File: src/rtl/core_pkg.sv
// Shared types for the integer register-file write path.
package core_pkg;

  localparam int unsigned XLEN       = 32;
  localparam int unsigned REG_ADDR_W = 5;

  typedef struct packed {
    logic [REG_ADDR_W-1:0] rd;
    logic [XLEN-1:0]       data;
  } wb_req_t;

  // Source of the write that is registered onto the wb_* port this cycle.
  typedef enum logic [1:0] {
    WB_NONE,
    WB_ALU,
    WB_LOAD_Q,
    WB_LOAD_BYP
  } wb_src_t;

endpackage

File: src/rtl/wb_load_fifo.sv
// Synchronous FIFO holding load responses that are waiting for the write slot.
module wb_load_fifo
  import core_pkg::*;
#(
  parameter type         T     = wb_req_t,
  parameter int unsigned DEPTH = 2,
  localparam int unsigned AW   = $clog2(DEPTH),
  localparam int unsigned CW   = AW + 1
) (
  input  logic          clk,
  input  logic          rst,
  input  logic          push,
  input  T              din,
  input  logic          pop,
  output T              dout,
  output logic [CW-1:0] count,
  output logic          full,
  output logic          empty
);

  T              mem [DEPTH];
  logic [AW-1:0] wr_ptr;
  logic [AW-1:0] rd_ptr;
  logic          do_push;
  logic          do_pop;

  assign full    = (count == CW'(DEPTH));
  assign empty   = (count == '0);
  assign do_push = push && !full;
  assign do_pop  = pop && !empty;
  assign dout    = mem[rd_ptr];

  // DEPTH is a power of two, so the pointers wrap by plain overflow.
  always_ff @(posedge clk or negedge rst) begin
    if (!rst) begin
      wr_ptr <= '0;
      rd_ptr <= '0;
      count  <= '0;
    end else begin
      if (do_push) wr_ptr <= wr_ptr + AW'(1);
      if (do_pop)  rd_ptr <= rd_ptr + AW'(1);
      case ({do_push, do_pop})
        2'b10:   count <= count + CW'(1);
        2'b01:   count <= count - CW'(1);
        default: count <= count;
      endcase
    end
  end

  always_ff @(posedge clk) begin
    if (do_push) mem[wr_ptr] <= din;
  end

endmodule

File: src/rtl/regfile_writeback.sv
// Register-file write-port master: merges ALU results and queued load responses
// into one registered write stream and tracks pending destinations for hazard stalls.
module regfile_writeback #(
  parameter int unsigned XLEN     = 32,
  parameter int unsigned LQ_DEPTH = 2
) (
  input  logic            clk,
  input  logic            rst,
  input  logic            iss_valid,
  input  logic [4:0]      iss_rd,
  input  logic [4:0]      rs1,
  input  logic [4:0]      rs2,
  output logic            rs1_busy,
  output logic            rs2_busy,
  output logic            rd_busy,
  input  logic            alu_valid,
  input  logic [4:0]      alu_rd,
  input  logic [XLEN-1:0] alu_data,
  input  logic            ld_valid,
  output logic            ld_ready,
  input  logic [4:0]      ld_rd,
  input  logic [XLEN-1:0] ld_data,
  output logic            wb_en,
  output logic [4:0]      wb_rd,
  output logic [XLEN-1:0] wb_data,
  output logic            idle
);

  import core_pkg::*;

  localparam int unsigned CW = $clog2(LQ_DEPTH) + 1;

  typedef struct packed {
    logic [REG_ADDR_W-1:0] rd;
    logic [XLEN-1:0]       data;
  } lq_req_t;

  lq_req_t         lq_din;
  lq_req_t         lq_head;
  logic [CW-1:0]   lq_count;
  logic            lq_full;
  logic            lq_empty;
  logic            lq_push;
  logic            lq_pop;

  logic            alu_win;
  logic            ld_take;
  wb_src_t         src;

  logic            wb_en_nxt;
  logic [4:0]      wb_rd_nxt;
  logic [XLEN-1:0] wb_data_nxt;

  logic [31:0]     pending;
  logic [31:0]     pending_nxt;

  assign ld_ready = !lq_full;
  assign alu_win  = alu_valid && (alu_rd != '0);
  assign ld_take  = ld_valid && ld_ready && (ld_rd != '0);
  assign lq_din   = '{rd: ld_rd, data: ld_data};

  wb_load_fifo #(
    .T     (lq_req_t),
    .DEPTH (LQ_DEPTH)
  ) u_lq (
    .clk   (clk),
    .rst   (rst),
    .push  (lq_push),
    .din   (lq_din),
    .pop   (lq_pop),
    .dout  (lq_head),
    .count (lq_count),
    .full  (lq_full),
    .empty (lq_empty)
  );

  // An incoming load bypasses the queue only when it is empty, so write order
  // among loads is always their acceptance order.
  always_comb begin
    src = WB_NONE;
    if (alu_win)        src = WB_ALU;
    else if (!lq_empty) src = WB_LOAD_Q;
    else if (ld_take)   src = WB_LOAD_BYP;
  end

  assign lq_pop  = (src == WB_LOAD_Q);
  assign lq_push = ld_take && (src != WB_LOAD_BYP);

  always_comb begin
    wb_en_nxt   = 1'b0;
    wb_rd_nxt   = wb_rd;
    wb_data_nxt = wb_data;
    unique case (src)
      WB_ALU: begin
        wb_en_nxt   = 1'b1;
        wb_rd_nxt   = alu_rd;
        wb_data_nxt = alu_data;
      end
      WB_LOAD_Q: begin
        wb_en_nxt   = 1'b1;
        wb_rd_nxt   = lq_head.rd;
        wb_data_nxt = lq_head.data;
      end
      WB_LOAD_BYP: begin
        wb_en_nxt   = 1'b1;
        wb_rd_nxt   = ld_rd;
        wb_data_nxt = ld_data;
      end
      default: ;
    endcase
  end

  always_ff @(posedge clk or negedge rst) begin
    if (!rst) begin
      wb_en   <= 1'b0;
      wb_rd   <= '0;
      wb_data <= '0;
    end else begin
      wb_en   <= wb_en_nxt;
      wb_rd   <= wb_rd_nxt;
      wb_data <= wb_data_nxt;
    end
  end

  // A new reservation in the same cycle as the retiring write keeps the bit set.
  always_comb begin
    pending_nxt = pending;
    if (wb_en)                          pending_nxt[wb_rd]  = 1'b0;
    if (iss_valid && (iss_rd != '0))    pending_nxt[iss_rd] = 1'b1;
    pending_nxt[0] = 1'b0;
  end

  always_ff @(posedge clk or negedge rst) begin
    if (!rst) pending <= '0;
    else      pending <= pending_nxt;
  end

  assign rs1_busy = pending[rs1];
  assign rs2_busy = pending[rs2];
  assign rd_busy  = iss_valid & pending[iss_rd];
  assign idle     = (pending == '0) && (lq_count == '0) && !wb_en;

endmodule

File: config.mk
export PLATFORM = sky130hd
export DESIGN_NAME = regfile_writeback
export DESIGN_NICKNAME = d
export VERILOG_FILES = /design/src/rtl/core_pkg.sv /design/src/rtl/wb_load_fifo.sv /design/src/rtl/regfile_writeback.sv
export SDC_FILE = /design/constraint.sdc
export NUM_CORES = 1
export LEC_CHECK = 0
export ABC_AREA = 0
export BUFFER_PORTS_ARGS = -buffer_cell sky130_fd_sc_hd__buf_4
export CAP_MARGIN = 5
export CORE_ASPECT_RATIO = 0.5
export CORE_UTILIZATION = 30
export DETAILED_ROUTE_END_ITERATION = 16
export PLACE_DENSITY = 0.57
export SLEW_MARGIN = 20
export SYNTH_ARGS = -nofsm -noshare
export SYNTH_HDL_FRONTEND = slang
export SYNTH_SLANG_ARGS = --single-unit
File: constraint.sdc
create_clock -name clk -period 3.2 [get_ports clk]
set_input_delay 0.48 -clock clk [delete_from_list [all_inputs] [get_ports clk]]
set_output_delay 0.48 -clock clk [all_outputs]
set_load 0.02 [all_outputs]
==> metrics <==
total power=a little under 0.008 W; synth cell count leaders=74 x edfxtp_1, 73 x dfrtp_1, 63 x o21ai_0; port bufs=between 100 and 150; CTS Hold Bufs=0; fin crit period=2.77 ns; CTS tree=yes; worst reg2reg path depth=5; CP startpoint kind=flop; CP arrival=2.29 ns; Final #Nets=slightly below 800; Ant. Diodes=0; top-count cell post-synth=edfxtp_1; Routed wire per std cell=19.6 microns; Cells after Synth=574; die area=~0.025 sq mm; Max Clock Freq=360 MHz; worst min path class=primary input to asynchronous set/reset pin; P&R area growth vs syn=26.9%; CTS Buffer Depth=2; vias in the first global route=5573; Synth Register Bits=147; Worst slew margin=0.336; HPWL after DPL=about 13 mm; met1 Use GR=0.227; Cell Chain, Critical Path=mux4_2, a32o_1, a2111oi_0, a31oi_1, buf_4; Starting Density=0.310; Clock Latency Late Sink=0.42 ns; syn nets=669; layout cells sized above 1=0.330; Worst-path clk slew=roughly 0.070 ns; Global Route Usage Sum=0.167; Max-Cap Viols=0; number of synthesis warnings=0; Routed Antenna Nets=0; Vias=5500; Post-synth ARST share=0.497; Final Hold Fails=0; total gr overflow=0; syn_area_per_cell=12.5 sq um; Reg area=approximately 0.0041 sq mm; FP Rows=39; pin count of the biggest net entering global routing=74; clock root cell=clkbuf_16; Tightest Pin Transition=0.996 ns; met2 Usage GRT=0.262; synth top area cells=edfxtp_1 31%, dfrtp_1 25%, mux4_2 5.3%; Initial DRC Count=approximately 370; met3 usage=0.0414; First-pass DRT Iterations=5; Crit Path Max Fanout=5; final RePlAce weighted congestion=0.859; Worst EP required=2.72 ns; H-tree level count=4; Yosys top cell by area=edfxtp_1; outcome=completed; CP max-delay cell=mux4_2; vias per inst=5.43; area occupied by multi-input gates=0.00290 sq mm; CP endpoint kind=output pin; clk_skew=0.00843 ns; # clock sinks=about 150; TritonCTS buffer count=17; slowest stage delay, CP=0.49 ns; # IOs=137; Yosys cell types=48; Core Region=around 0.023 sq mm; gr busiest metal=met2; sequential fraction of the synthesis area=0.563; initial antenna violation count=0; Synth top area share=0.309; global-route wire length before repair=31.7 mm; Final Max Slew Viols=0; cell area after synthesis=0.00719 sq mm; design area=0.00912 sq mm; # fillers=2193; post-route DRC violation count=0; Hold WS=0.213 ns; post_cts resized=0; Finish-stage setup viols=0; Final Core Density=0.394; PD cells=872 mW/mm^2; drt total wl=19.9 mm; post-place instance area=0.00849 sq mm; worst setup path category=flop to output pin; RSZ-0062 raised after global routing=no; EDFF count, synth=74; Leakage=3.54 nW; maximum vdd drop=0.378 mV; Die H=111 microns; crit share post-route=0.867; Cells after DPL=981; Final Non-Filler Cells=1013; Die Span X=221 microns; postcts setup bufs=0; Main synth FF type=edfxtp_1
==> state kept, by name (all words and copies together), names as in the netlist <==
name and flops:
wb_data 32, wb_en 1, wb_rd 5, u_lq.mem 74, pending 31, u_lq.wr_ptr 1, u_lq.rd_ptr 1, u_lq.count 2
==> worst max-delay path, delay by kind of cell (launching register included) <==
kind                   cells  cell delay, ns
AOI/OAI and AO/OA          3            0.76
DFF                        1            0.44
buffers and inverters      1            0.18
muxes                      1            0.49
==> cell usage in the layout, fill, tap and decap left out, types with 3 or more instances in the layout <==
cell / instances
a21oi_1: 27
mux2i_1: 32
nand2_1: 55
nor3_1: 5
nor2_1: 8
inv_1: 4
or3b_2: 5
bufinv_16: 4
buf_4: 144
clkinvlp_4: 3
o2111ai_1: 23
nand3_1: 5
buf_12: 3
a221o_1: 25
edfxtp_1: 74
nand3b_1: 18
mux4_2: 17
clkbuf_16: 17
inv_6: 3
nor4_1: 8
o21ai_0: 63
dfrtp_1: 72
xnor2_1: 4
a2bb2oi_1: 12
o311ai_0: 12
or4_1: 3
or3_1: 3
mux2_2: 23
==> path summary, 6_finish.rpt <==
| path | start | to | slack, ns |
|---|---|---|---|
| setup / recovery | pending[11]$_DFF_PN0_ | rd_busy | 0.43 |
| hold / removal | rst | pending[11]$_DFF_PN0_ | 0.21 |
| setup reg to reg | u_lq.count[1]$_DFFE_PN0P_ | u_lq.mem[0][20]$_DFFE_PP_ | 1.19 |
| hold reg to reg | wb_data[3]$_DFFE_PN0P_ | wb_data[3]$_DFFE_PN0P_ | 0.51 |
| max in group asynchronous | rst | u_lq.rd_ptr$_DFFE_PN0P_ | 2.28 |
| min in group clk | ld_data[12] | u_lq.mem[1][12]$_DFFE_PP_ | 0.25 |
==> per-layer routing <==
metal / share of wire / wire (microns)
met1: 0.44 / 8800
met2: 0.47 / 9350
met3: 0.071 / 1420
met4: 0.017 / 332
met5: 0 / 0
==> power by group <==
| part | switching, W | leakage, nW | internal [W] |
|---|---|---|---|
| Clock | 0.000829 | 0.299 | 0.00132 |
| Combinational | 0.00133 | 1.70 | 0.00124 |
| Sequential | 0.000642 | 1.54 | 0.00260 |
| Total | 0.00280 | 3.54 | 0.00515 |
==> cell type report <==
class / instances / share of cell area
clock inverters: 14 / 0.0222
well taps: 307 / 0.0421
multi-input cells: 375 / 0.318
inverters: 5 / 0.00206
clock buffers: 18 / 0.0470
flip-flops and latches: 147 / 0.444
repair buffers: 147 / 0.125
==> logic make-up (layout without fill, tap and decap cells) <==
| group | count (synthesis) | count (layout) | synth area share |
|---|---|---|---|
| AO/OA/AOI/OAI | 177 | 177 | 0.172 |
| flip-flops | 147 | 147 | 0.563 |
| AND/OR/NAND/NOR | 120 | 120 | 0.0868 |
| multiplexers | 72 | 72 | 0.134 |
| buffers and inverters | 52 | 184 | 0.0365 |
| XOR/XNOR | 5 | 5 | 0.00609 |
| adder cells (fa/ha/maj) | 1 | 1 | 0.00174 |
==> per-stage QoR <==
stage | setup slack [ns] | setup TNS (ns)
floorplan | -0.00303 | -0.224
global placement | 0.564 | 0
detailed placement | 0.553 | 0
CTS | 0.418 | 0
global route | 0.305 | 0
finish | 0.425 | 0
Power figures use the tool's default switching activity.
